### src/rtl/skipring_ctl.sv
// skipring_ctl: builds an evenly spread skip mask serially and loads it into the clock-skip ring.
// Optional macro SKIPRING_CTL_AUTOLOAD_EN: a change of the clamped keep count while idle starts a sequence.
module skipring_ctl #(
  parameter int LEN = 16,
  parameter int CW  = 5,
  parameter int PW  = 4
) (
  input  logic           iCLK,
  input  logic           iRSTn,
  input  logic           iREQ,
  input  logic [CW-1:0]  iKEEP,
  input  logic [PW-1:0]  iPHASE,
  input  logic           iRUN,
  output logic [LEN-1:0] oSEL,
  output logic [LEN-1:0] oMASK,
  output logic           oRST,
  output logic           oE,
  output logic           oBUSY,
  output logic           oACK
);
  localparam int IW = $clog2(LEN);
  typedef enum logic [2:0] {IDLE, GEN, LOAD1, LOAD2, SETTLE} state_t;
  state_t         r_state;
  logic [CW-1:0]  r_acc, r_kc;
  logic [PW-1:0]  r_phase;
  logic [IW-1:0]  r_idx;
  logic [LEN-1:0] r_shadow;
  logic [CW:0]    w_sum;
  logic           w_keep, w_start;
  logic [CW-1:0]  w_acc, w_kc;
  logic [PW-1:0]  w_phase;
  logic [LEN-1:0] w_shadow;
  // Request clamping, Bresenham step and the shadow mask with the current bit merged in
  always_comb begin
    w_kc     = (32'(iKEEP) > LEN) ? CW'(LEN) : iKEEP;
    w_phase  = (32'(iPHASE) >= LEN) ? '0 : iPHASE;
    w_sum    = {1'b0, r_acc} + {1'b0, r_kc};
    w_keep   = w_sum >= (CW+1)'(LEN);
    w_acc    = w_keep ? CW'(w_sum - (CW+1)'(LEN)) : CW'(w_sum);
    w_shadow = r_shadow;
    w_shadow[r_idx] = ~w_keep;
`ifdef SKIPRING_CTL_AUTOLOAD_EN
    w_start  = iREQ || (w_kc != r_kc);
`else
    w_start  = iREQ;
`endif
  end
  // Sequencer: generate mask, hold load strobe two cycles so the ring samples stable values, then acknowledge
  always_ff @(posedge iCLK or negedge iRSTn) begin
    if (!iRSTn) begin
      r_state  <= IDLE;
      oSEL     <= LEN'(1);
      oMASK    <= '0;
      oRST     <= 1'b0;
      oE       <= 1'b0;
      oBUSY    <= 1'b0;
      oACK     <= 1'b0;
      r_acc    <= '0;
      r_shadow <= '0;
      r_idx    <= '0;
      r_kc     <= CW'(LEN);
      r_phase  <= '0;
    end else begin
      case (r_state)
        IDLE: begin
          oE <= iRUN;
          if (w_start) begin
            r_kc    <= w_kc;
            r_phase <= w_phase;
            r_acc   <= '0;
            r_idx   <= '0;
            oBUSY   <= 1'b1;
            oE      <= 1'b0;
            r_state <= GEN;
          end
        end
        GEN: begin
          r_acc    <= w_acc;
          r_shadow <= w_shadow;
          r_idx    <= r_idx + 1'b1;
          if (r_idx == IW'(LEN-1)) begin
            oMASK   <= w_shadow;
            oSEL    <= LEN'(1) << r_phase;
            oRST    <= 1'b1;
            r_state <= LOAD1;
          end
        end
        LOAD1: r_state <= LOAD2;
        LOAD2: begin
          oRST    <= 1'b0;
          oACK    <= 1'b1;
          r_state <= SETTLE;
        end
        SETTLE: begin
          oACK    <= 1'b0;
          oBUSY   <= 1'b0;
          oE      <= iRUN;
          r_state <= IDLE;
        end
        default: r_state <= IDLE;
      endcase
    end
  end
endmodule

### config.mk
export PLATFORM = sky130hd
export DESIGN_NAME = skipring_ctl
export DESIGN_NICKNAME = d
export VERILOG_FILES = /design/src/rtl/skipring_ctl.sv
export SDC_FILE = /design/constraint.sdc
export NUM_CORES = 1
export LEC_CHECK = 0
export BUFFER_PORTS_ARGS = -buffer_cell sky130_fd_sc_hd__buf_2
export CAP_MARGIN = 10
export CORE_ASPECT_RATIO = 1.2
export CORE_UTILIZATION = 51
export CTS_CLUSTER_SIZE = 40
export DETAILED_ROUTE_END_ITERATION = 6
export PLACE_DENSITY = 0.75
export SLEW_MARGIN = 20
export SYNTH_ARGS = -nofsm -noshare
export SYNTH_HDL_FRONTEND = slang
export SYNTH_SLANG_ARGS = --single-unit
### constraint.sdc
create_clock -name iCLK -period 1.8 [get_ports iCLK]
set_input_delay 0.36 -clock iCLK [delete_from_list [all_inputs] [get_ports iCLK]]
set_output_delay 0.36 -clock iCLK [all_outputs]
set_load 0.02 [all_outputs]
==> run_results.csv, run 1 <==
group,metric,value,unit
placed_design,gp_congestion,0.771,
run_status,violations,"negative setup slack",
timing,period_minus_slack,2.03,ns
hold_path,hold_class,"in -> async",
logic_synthesis,syn_area_per_cell,10.3,um^2
setup_path,worstPathCellList,"ha_2 -> inv_2 -> fa_2 -> nor2b_4 -> a32oi_4 -> buf_6 -> o41ai_1",
cts,cts_sinks,72,
logic_synthesis,yosys_most_used_dff,"dfrtp_1",
placed_design,post-dp-hpwl,4.49,mm
logic_synthesis,synthTopCellsByArea,"dfrtp_1, nand2_1, o41ai_1, o21ai_0, ha_1",
detailed_routing,post_drt_wl_per_cell,15.1,um
setup_path,r2r_slack,-0.23,ns
power_and_ir_drop,power.static_leakage,2.00,nW
floorplan,coreArea,6130,um^2
logic_synthesis,async_flop_share,100,%
grt,first_global_vias,2591,
timing,drv_slew,0,
grt,grt_overflow_total,0,
timing,finalHoldViolations,0,
logic_synthesis,ys_seq_elements,72,
timing,worstMarginPinSlew,0.632,ns
cts,clk_pin_slew_worst_paths,0.08,ns
detailed_routing,drt_iter0_markers,201,
logic_synthesis,yosys_warnings,0,
setup_path,critPathBufInv,2,
cts,root_buffer,"clkbuf_8",
logic_synthesis,synth-seq-area-share,55.1,%
cts,cts_buffer_depth,2,
cts,clock_latency,0.36,ns
setup_path,rr_startpoint,"r_acc[0]",
final_layout,fillers,515,
setup_path,path_delay_family,"compound AO/OA/AOI/OAI gates",
setup_path,worstPathRequired,2.03,ns
placed_design,place_ws,-0.177,ns
power_and_ir_drop,p_per_area,1800,nW/um^2
final_layout,area_delta_synth_final,26.3,%
logic_synthesis,syn_inst,319,
floorplan,initial_core_util,53.5,%
logic_synthesis,synth-edff-count,0,
timing,finalCritPeriodShare,113,%
timing,clock_skew,0.00979,ns
final_layout,nets,401,
cts,numCtsBuffers,9,
placed_design,placed_cells,444,
cts,h-tree-depth,3,
setup_path,critPathKind,"reg -> reg",
detailed_routing,wirelength,7.03,mm
logic_synthesis,synth_top_cell_area_share,53.5,%
placed_design,portBuffers,48,
grt,grt.total_usage,23.0,%
grt,antenna_found_initial,0,
final_layout,final_cells,465,
floorplan,die_area,6750,um^2
setup_path,end_kind,"flop",
run,max-cap-violations,0,
logic_synthesis,yosysUniqueCellTypes,33,
cts,cts_tree,"done",
detailed_routing,drc,0,
grt,grt_first_pass_wirelength,11.9,mm
setup_path,startpoint_type,"flop",
timing,max_freq,493,MHz
grt,grt_max_degree,73,
setup_path,cp_slowest_cell,"o41ai_1",
floorplan,io_pins,49,
detailed_routing,ant_nets,0,
floorplan,row_count,31,
timing,slew_headroom,57.8,%
run_status,status,"finished with violations",
power_and_ir_drop,irDropWorstVdd,0.886,mV
detailed_routing,viasPerCell,5.69,
floorplan,fp.dieW,75.2,um
timing,setup_viol,19,
detailed_routing,vias,2647,
setup_path,crit_path_max_fanout,5,
timing,layout_setup_ws,-0.230,ns
setup_path,crit_path_max_incr_delay,0.42,ns
final_layout,antenna_cells,0,
setup_path,reg2regPathDepth,7,
floorplan,die_h,89.8,um
timing,rsz0062_at_grt,"true",
logic_synthesis,synth_nets,342,
final_layout,final_layout_size_suffix_gt1_share,32.4,%
setup_path,r2r-end,"r_shadow[8]",
logic_synthesis,synthesis.area,3280,um^2
detailed_routing,first_pass_iters,4,
setup_path,arrival,2.25,ns
logic_synthesis,synth_top_cell_by_area,"dfrtp_1",
[layout by cell type (no fill, tap or decap), types with 3 or more instances in the layout]
cell type	Yosys	final
a22o_1	3	3
o31ai_1	10	9
inv_1	13	12
o41ai_2	0	10
nand3_1	6	5
nand3b_1	6	6
nand2_1	58	58
o41ai_4	0	4
dfrtp_1	70	68
nand4_1	13	13
buf_4	0	16
ha_1	9	8
nor4_1	3	3
o41ai_1	24	10
nand2b_1	7	7
o21ai_0	34	30
nor2_1	7	7
a21oi_1	9	9
buf_2	2	48
clkbuf_8	0	10
buf_6	0	4
mux2_2	6	6
[metrics by stage]
stage	power [mW]	utilization (%)	instance area, um^2	hold slack (ns)	setup TNS [ns]
2_1_floorplan	4.53	-	3280	0.0644	0
3_3_place_gp	5.35	60.2	3690	0.413	-0.968
3_5_place_dp	5.49	60.2	3690	0.421	-2.77
4_1_cts	7.10	65.4	4010	0.0378	-1.64
5_1_grt	7.95	67.5	4140	0.0516	-3.13
6_report	7.43	67.5	4140	0.0245	-2.24
[kinds of logic (layout without fill, tap and decap cells)]
| kind of cell | Yosys count | in the layout | share of synthesized area [%] |
|---|---|---|---|
| AO/OA/AOI/OAI | 85 | 85 | 17.3 |
| buffers and inverters | 35 | 99 | 4.09 |
| AND/OR/NAND/NOR | 109 | 109 | 17.0 |
| flip-flops | 72 | 72 | 55.1 |
| adder cells (fa/ha/maj) | 10 | 10 | 4.05 |
| multiplexers | 6 | 6 | 2.06 |
| XOR/XNOR | 2 | 2 | 0.535 |
[cells in the mapped netlist (all sizes together), types with 2 or more instances]
cell and n:
dfrtp 70, nand2 58, o21ai 34, o41ai 24
clkbuf 13, inv 13, nand4 13, o31ai 10
a21oi 9, buf 9, ha 9, nand2b 7
nor2 7, mux2 6, nand3 6, nand3b 6
a22o 3, nor4 3, a32oi 2, dfstp 2
o21bai 2, or2 2, xor2 2
[flip-flops by register name, indices dropped and copies added (netlist names)]
| signal | flops |
|---|---|
| oMASK | 16 |
| oSEL | 16 |
| r_shadow | 15 |
| r_acc | 5 |
| r_kc | 5 |
| r_idx | 4 |
| r_phase | 4 |
| r_state | 3 |
| oACK | 1 |
| oBUSY | 1 |
| oE | 1 |
| oRST | 1 |
[worst max path at each step]
stage             start          end  depth (start not counted)
2_1_floorplan  r_acc[0]    oMASK[12]                          8
3_3_place_gp   r_acc[0]  r_shadow[4]                          7
3_5_place_dp   r_acc[0]  r_shadow[1]                          7
4_1_cts        r_acc[0]  r_shadow[6]                          7
5_1_grt         r_kc[0]  r_shadow[8]                          7
6_report       r_acc[0]  r_shadow[8]                          7
[power by group]
group	total [mW]	internal, mW	switching (mW)	leakage (nW)
registers	2.68	2.23	0.449	0.929
logic	3.47	1.39	2.09	0.973
clock network	1.28	0.676	0.609	0.0993
total	7.43	4.29	3.15	2.00
[final cells by class]
type	count	area, um^2	share of cell area, %
Clock buffer	11	141	3.42
Tap cell	82	103	2.48
Multi-Input combinational cell	212	1540	37.2
Timing Repair Buffer	70	445	10.8
Sequential cell	72	1810	43.7
Inverter	13	48.8	1.18
Clock inverter	5	56.3	1.36
[layer usage]
metal	vias up	share of wire, %	global-route usage, %
met5	-	0	0
met4	0	3.0	13.3
met3	20	4.0	4.48
met2	75	50	35.3
met1	1271	43	29.8
li1	1281	-	-
[timing repair]
action,in CTS,in global routing
pin swaps,1,3
setup buffers,0,2
gates cloned,2,1
endpoints found under the setup margin,20,25
hold buffers,0,0
gates resized for setup,20,22
(Power assumes the default switching activity.)
==> run 2, diff against run 1 <==
--- a/config.mk
+++ b/config.mk
@@ -11,6 +11,7 @@
 export CORE_UTILIZATION = 51
 export CTS_CLUSTER_SIZE = 40
 export DETAILED_ROUTE_END_ITERATION = 6
+export HOLD_SLACK_MARGIN = 0.08
 export PLACE_DENSITY = 0.75
 export SLEW_MARGIN = 20
 export SYNTH_ARGS = -nofsm -noshare
==> run 2 against run 1 <==
Compared with the run above:
- the flow still finishes with violations (negative setup slack)
- combinational power about the same
- flip-flop and latch count did not move
- sequential power hardly changed
- first-iteration DRC count up 15%
- sequential share of layout area decreased by 0.11 points
- register-to-register slack is essentially flat
- via count up 0.19%
- critical endpoint unchanged
- highest routed layer unchanged
==> run_results.csv, run 2 (synthesis gave the netlist of run 1 again) <==
group,metric,value,unit
run_status,status,"finished with violations",
run_status,violations,"negative setup slack",
final_layout,final_cells,466,
final_layout,final_cell_mix,"dfrtp_1, nand2_1, buf_2",
placed_design,placed_cells,444,
cts,clk_pin_slew_worst_paths,0.08,ns
timing,slew_headroom,58.0,%
grt,grt_first_pass_wirelength,11.9,mm
detailed_routing,drt-met1-wl,3.09,mm
grt,grt_overflow_total,0,
final_layout,final_layout_size_suffix_gt1_share,32.3,%
final_layout,antenna_cells,0,
power_and_ir_drop,seqPwrFrac,36.0,%
setup_path,worstPathRequired,2.02,ns
setup_path,path_delay_family,"compound AO/OA/AOI/OAI gates",
floorplan,io_pins,49,
setup_path,critPathKind,"reg -> reg",
final_layout,area_delta_synth_final,26.6,%
setup_path,end_kind,"flop",
cts,cts_buffer_depth,2,
detailed_routing,routed-wl-met2,3.52,mm
timing,finalHoldViolations,0,
floorplan,die_h,89.8,um
cts,cts_tree,"done",
timing,setup_viol,19,
timing,rsz0062_at_grt,"true",
grt,grt_max_degree,73,
floorplan,initial_core_util,53.5,%
detailed_routing,wirelength,7.07,mm
timing,hold-worst-slack,0.227,ns
timing,max_freq,490,MHz
run,max-cap-violations,0,
placed_design,post-dp-hpwl,4.49,mm
setup_path,critPathBufInv,2,
timing,period_minus_slack,2.04,ns
cts,h-tree-depth,3,
detailed_routing,highest_layer,"met4",
timing,clock_skew,0.00917,ns
placed_design,portBuffers,48,
detailed_routing,drt_iter0_markers,231,
final_layout,final_common_cell,"dfrtp_1",
setup_path,arrival,2.26,ns
floorplan,fp.dieW,75.2,um
final_layout,top_regs,"oMASK (16), oSEL (16), r_shadow (15)",
setup_path,crit_path_max_fanout,5,
setup_path,cp_slowest_cell,"o41ai_1",
grt,antenna_found_initial,0,
detailed_routing,ant_nets,0,
power_and_ir_drop,irDropWorstVdd,0.886,mV
detailed_routing,wl_met3,255,um
cts,clock_latency,0.36,ns
power_and_ir_drop,p_sw_share,42.3,%
detailed_routing,drc,0,
detailed_routing,first_pass_iters,4,
power_and_ir_drop,clkPwrFrac,17.3,%
cts,numCtsBuffers,9,
timing,layout_setup_ws,-0.240,ns
setup_path,crit_path_max_incr_delay,0.42,ns
floorplan,row_count,31,
cts,root_buffer,"clkbuf_8",
final_layout,nets,402,
final_layout,fillers,516,
timing,worstMarginPinSlew,0.630,ns
detailed_routing,viasPerCell,5.69,
power_and_ir_drop,combPwrFrac,46.8,%
power_and_ir_drop,p_per_area,1790,nW/um^2
timing,finalCritPeriodShare,113,%
power_and_ir_drop,power.static_leakage,2.01,nW
setup_path,startpoint_type,"flop",
placed_design,gp_congestion,0.771,
timing,drv_slew,0,
detailed_routing,post_drt_wl_per_cell,15.2,um
grt,grt.total_usage,23.0,%
final_layout,final_core_utilization,67.7,%
cts,cts_sinks,72,
floorplan,coreArea,6130,um^2
setup_path,worstPathCellList,"ha_2 -> inv_2 -> fa_2 -> nor2b_4 -> a32oi_4 -> buf_6 -> o41ai_1",
grt,first_global_vias,2598,
power_and_ir_drop,p_sw,3.15,mW
power_and_ir_drop,p_int,4.29,mW
hold_path,hold_class,"in -> reg",
floorplan,die_area,6750,um^2
detailed_routing,vias,2652,
[run 2: power by group through the flow]
stage	Combinational, mW	Clock [mW]	Sequential [mW]
3_5_place_dp	2.80	0	2.69
5_1_grt	3.82	1.37	2.76
2_1_floorplan	1.66	0	2.88
4_1_cts	3.14	1.30	2.66
6_report	3.48	1.28	2.68
3_3_place_gp	2.69	0	2.66
[run 2: per-layer routing]
metal / vias up / track usage, %
li1: 1282 / -
met1: 1284 / 29.8
met2: 66 / 35.4
met3: 20 / 4.48
met4: 0 / 13.3
met5: - / 0
[run 2: worst paths after layout]
kind / depth (start not counted) / slack [ns] / startpoint / end
max: 7 / -0.24 / r_acc[0] / r_shadow[8]
max in group asynchronous: 3 / 0.90 / iRSTn / r_kc[4]
min in group asynchronous: 3 / 0.56 / iRSTn / oSEL[12]
min reg2reg: 2 / 0.46 / oMASK[3] / oMASK[3]
max reg2reg: 7 / -0.24 / r_acc[0] / r_shadow[8]
min: 3 / 0.23 / iRUN / oE
[run 2: through the flow]
stage | setup WS, ns | TNS [ns] | cell area (um^2) | power, mW
5_1_grt | -0.267 | -3.13 | 4150 | 7.95
3_5_place_dp | -0.177 | -2.77 | 3690 | 5.49
6_report | -0.240 | -2.24 | 4150 | 7.44
4_1_cts | -0.109 | -1.64 | 4020 | 7.10
2_1_floorplan | 0.0106 | 0 | 3280 | 4.53
3_3_place_gp | -0.0587 | -0.968 | 3690 | 5.35
[run 2: layout make-up]
| class | instances | area (um^2) | area share (%) |
|---|---|---|---|
| sequential | 72 | 1810 | 43.5 |
| inverter | 13 | 48.8 | 1.18 |
| timing repair buffer | 71 | 455 | 11.0 |
| clock inverter | 5 | 56.3 | 1.36 |
| multi-input combinational | 212 | 1540 | 37.1 |
| clock buffer | 11 | 141 | 3.41 |
| tap | 82 | 103 | 2.47 |
[run 2: worst reg2reg max path, stage by stage, from the launching register on]
cell	delay, ns
dfrtp_1	0.36
ha_2	0.19
inv_2	0.04
fa_2	0.36
nor2b_4	0.17
a32oi_4	0.18
buf_6	0.19
o41ai_1	0.43
[run 2: what timing repair did]
item	in CTS	in global routing
gates resized for setup	20	22
hold buffers	1	0
endpoints found under the setup margin	20	25
cloned	2	1
pin swaps	1	3
endpoints found under the hold margin	70	0
buffers inserted	0	2
==> run 3, diff against run 2 <==
--- a/config.mk
+++ b/config.mk
@@ -5,12 +5,13 @@
 export SDC_FILE = /design/constraint.sdc
 export NUM_CORES = 1
 export LEC_CHECK = 0
-export BUFFER_PORTS_ARGS = -buffer_cell sky130_fd_sc_hd__buf_2
+export ABC_AREA = 1
 export CAP_MARGIN = 10
 export CORE_ASPECT_RATIO = 1.2
-export CORE_UTILIZATION = 51
+export CORE_UTILIZATION = 57
 export CTS_CLUSTER_SIZE = 40
 export DETAILED_ROUTE_END_ITERATION = 6
+export DONT_BUFFER_PORTS = 1
 export HOLD_SLACK_MARGIN = 0.08
 export PLACE_DENSITY = 0.75
 export SLEW_MARGIN = 20
==> run 3 against run 2 <==
Compared with the run above:
- the flow finishes with violations (negative hold slack, negative setup slack)
- clock skew decreased by 0.0030 ns
- global-route usage increased by 1.5 points
- setup slack improved by 0.21 ns
- critical endpoint is now r_shadow[1]
==> run_results.csv, run 3 <==
group,metric,value,unit
power_and_ir_drop,p_int,4.15,mW
grt,grt_max_degree,73,
timing,drv_slew,0,
power_and_ir_drop,combPwrFrac,40.5,%
timing,period_minus_slack,1.83,ns
grt,antenna_found_initial,0,
detailed_routing,first_pass_iters,4,
logic_synthesis,yosysUniqueCellTypes,40,
cts,clk_pin_slew_worst_paths,0.08,ns
setup_path,startpoint_type,"flop",
setup_path,crit_path_max_fanout,8,
placed_design,gp_congestion,0.810,
logic_synthesis,synth_simple_gate_area_share,32.4,%
logic_synthesis,synth_top_cell_by_area,"dfrtp_1",
logic_synthesis,yosysMostFrequentCell,"nand2_1",
logic_synthesis,synth.top_cells.by_count,"nand2_1, dfrtp_1, nand3_1, nor2_1, inv_1",
setup_path,critPathMostFrequentCell,"nand2_1",
cts,root_buffer,"clkbuf_8",
power_and_ir_drop,p_sw,3.18,mW
floorplan,fp.dieW,73.7,um
timing,slew_headroom,74.5,%
final_layout,final_layout_size_suffix_gt1_share,19.4,%
cts,numCtsBuffers,9,
run_status,status,"finished with violations",
logic_synthesis,synth-seq-area-share,51.3,%
logic_synthesis,syn_area_per_cell,8.58,um^2
timing,hold-worst-slack,-0.309,ns
floorplan,io_pins,49,
power_and_ir_drop,clkPwrFrac,21.5,%
grt,grt_first_pass_wirelength,11.9,mm
placed_design,portBuffers,0,
final_layout,antenna_cells,0,
logic_synthesis,yosys_most_used_dff,"dfrtp_1",
logic_synthesis,synthMuxAreaShare,0,%
grt,grt.total_usage,24.5,%
logic_synthesis,synthXorXnorAreaFrac,0.249,%
grt,grt_overflow_total,0,
logic_synthesis,ys_seq_elements,72,
logic_synthesis,synthTopCellsByArea,"dfrtp_1, nand2_1, nand3_1, nor2_1, ha_1",
logic_synthesis,synth-compound-area-share,5.30,%
final_layout,nets,441,
logic_synthesis,syn_inst,410,
detailed_routing,ant_nets,0,
run,max-cap-violations,0,
timing,worstMarginPinSlew,0.382,ns
final_layout,final_cell_mix,"nand2_1, dfrtp_1, nand3_1",
final_layout,final_cells,505,
power_and_ir_drop,seqPwrFrac,38.0,%
timing,setup_viol,19,
power_and_ir_drop,p_sw_share,43.3,%
logic_synthesis,async_flop_share,100,%
detailed_routing,post_drt_wl_per_cell,14.7,um
power_and_ir_drop,irDropWorstVdd,0.866,mV
placed_design,place_ws,-0.0705,ns
power_and_ir_drop,power.static_leakage,2.08,nW
detailed_routing,wirelength,7.42,mm
logic_synthesis,synth-edff-count,0,
setup_path,end_kind,"flop",
floorplan,die_area,6490,um^2
power_and_ir_drop,p_per_area,1840,nW/um^2
placed_design,placed_cells,484,
cts,cts_buffer_depth,2,
final_layout,final_core_utilization,66.4,%
logic_synthesis,yosys_warnings,0,
timing,rsz0062_at_grt,"true",
setup_path,cp_slowest_cell,"dfstp_2",
detailed_routing,viasPerCell,5.43,
detailed_routing,drt_iter0_markers,167,
timing,layout_setup_ws,-0.0271,ns
logic_synthesis,synthAdderAreaFrac,3.77,%
floorplan,row_count,31,
setup_path,critPathKind,"reg -> reg",
placed_design,post-dp-hpwl,4.60,mm
timing,clock_skew,0.00621,ns
floorplan,initial_core_util,58.5,%
floorplan,die_h,88.1,um
floorplan,coreArea,6010,um^2
detailed_routing,vias,2740,
final_layout,final_common_cell,"nand2_1",
hold_path,hold_class,"in -> async",
cts,cts_sinks,72,
cts,clock_latency,0.36,ns
timing,max_freq,547,MHz
final_layout,area_delta_synth_final,13.4,%
logic_synthesis,synth_nets,433,
detailed_routing,drc,0,
run_status,violations,"negative hold slack, negative setup slack",
logic_synthesis,synth_top_family_by_area,"simple AND/OR/NAND/NOR gates",
setup_path,arrival,2.12,ns
logic_synthesis,synthesis.area,3520,um^2
setup_path,worstPathRequired,2.10,ns
grt,first_global_vias,2713,
final_layout,top_regs,"oMASK (16), oSEL (16), r_shadow (15)",
setup_path,worstPathCellList,"ha_1 -> nand2_2 -> inv_1 -> nand2_1 -> nand2_1 -> nor2_4 -> buf_4 -> nand2_8 -> nand2_2 -> nand3_1 -> nand2_1",
cts,h-tree-depth,3,
final_layout,fillers,509,
timing,finalHoldViolations,72,
setup_path,crit_path_max_incr_delay,0.54,ns
logic_synthesis,synth_top_cell_area_share,49.8,%
cts,cts_tree,"done",
timing,finalCritPeriodShare,102,%
## run 3: cell types whose count changed after synthesis, moves of 12 or more
| cell | previous run | this run |
|---|---|---|
| nand2_1 | 58 | 119 |
| nor2_1 | 7 | 32 |
| clkbuf_1 | 13 | 1 |
| o21ai_0 | 34 | 14 |
| nand3_1 | 6 | 55 |
| inv_1 | 13 | 27 |
| o41ai_1 | 24 | 0 |
## run 3: final cells by class
type,count,area [um^2],area share [%]
timing repair buffer,11,95.1,2.38
inverter,30,115,2.88
clock buffer,10,128,3.20
tap,82,103,2.57
sequential,72,1800,45.2
multi-input combinational,294,1630,40.8
clock inverter,6,116,2.92
## run 3: per-layer routing
| metal | routed length, um | part of all wire, % | track usage [%] |
|---|---|---|---|
| met5 | 0 | 0 | 0 |
| met4 | 202 | 2.7 | 9.09 |
| met3 | 333 | 4.5 | 7.71 |
| met2 | 3600 | 48 | 39.9 |
| met1 | 3290 | 44 | 30.5 |
## run 3: power by group through the flow
| stage | Clock (mW) | Combinational [mW] | Sequential [mW] |
|---|---|---|---|
| 3_3_place_gp | 0 | 2.33 | 2.78 |
| 5_1_grt | 1.68 | 3.32 | 2.85 |
| 4_1_cts | 1.60 | 2.59 | 2.78 |
| 2_1_floorplan | 0 | 2.11 | 2.67 |
| 3_5_place_dp | 0 | 2.45 | 2.80 |
| 6_report | 1.58 | 2.97 | 2.79 |
## run 3: per-stage QoR
stage	total power, mW	cell area (um^2)	TNS (ns)
after floorplan	4.78	3520	0
after CTS	6.97	3830	0
after detailed placement	5.25	3550	-0.511
final	7.33	3990	-0.225
after global placement	5.12	3550	0
after global routing	7.85	3990	-2.59
## run 3: kinds of logic after synthesis
kind of cell / count (synthesis)
compound gates: 32
xor+xnor: 1
simple gates: 250
buf+inv: 45
flops: 72
fa+ha+maj: 10
## run 3: what timing repair did
action                                  in CTS  in global routing
pin swaps                                    2                 17
endpoints found under the setup margin      30                 32
resized for setup                            4                 33
setup buffers                                0                  4
gates cloned                                 1                  0
hold endpoints to repair                    72                 72
## run 3: critical path: cells and delay by family (launching register included)
family | cells | cell delay (ns)
adders and majority gates | 1 | 0.28
buffers and inverters | 2 | 0.21
DFF | 1 | 0.54
and+or+nand+nor | 8 | 0.73
## run 3: final timing paths
| check | start | endpoint | slack (ns) | depth (start not counted) |
|---|---|---|---|---|
| min reg2reg | r_shadow[5] | r_shadow[5] | 0.48 | 2 |
| min in group iCLK | iKEEP[3] | r_kc[3] | 0.12 | 2 |
| max | r_kc[4] | r_shadow[1] | -0.03 | 11 |
| max in group asynchronous | iRSTn | r_kc[4] | 1.89 | 0 |
| max reg2reg | r_kc[4] | r_shadow[1] | -0.03 | 11 |
| min | iRSTn | r_shadow[6] | -0.31 | 0 |
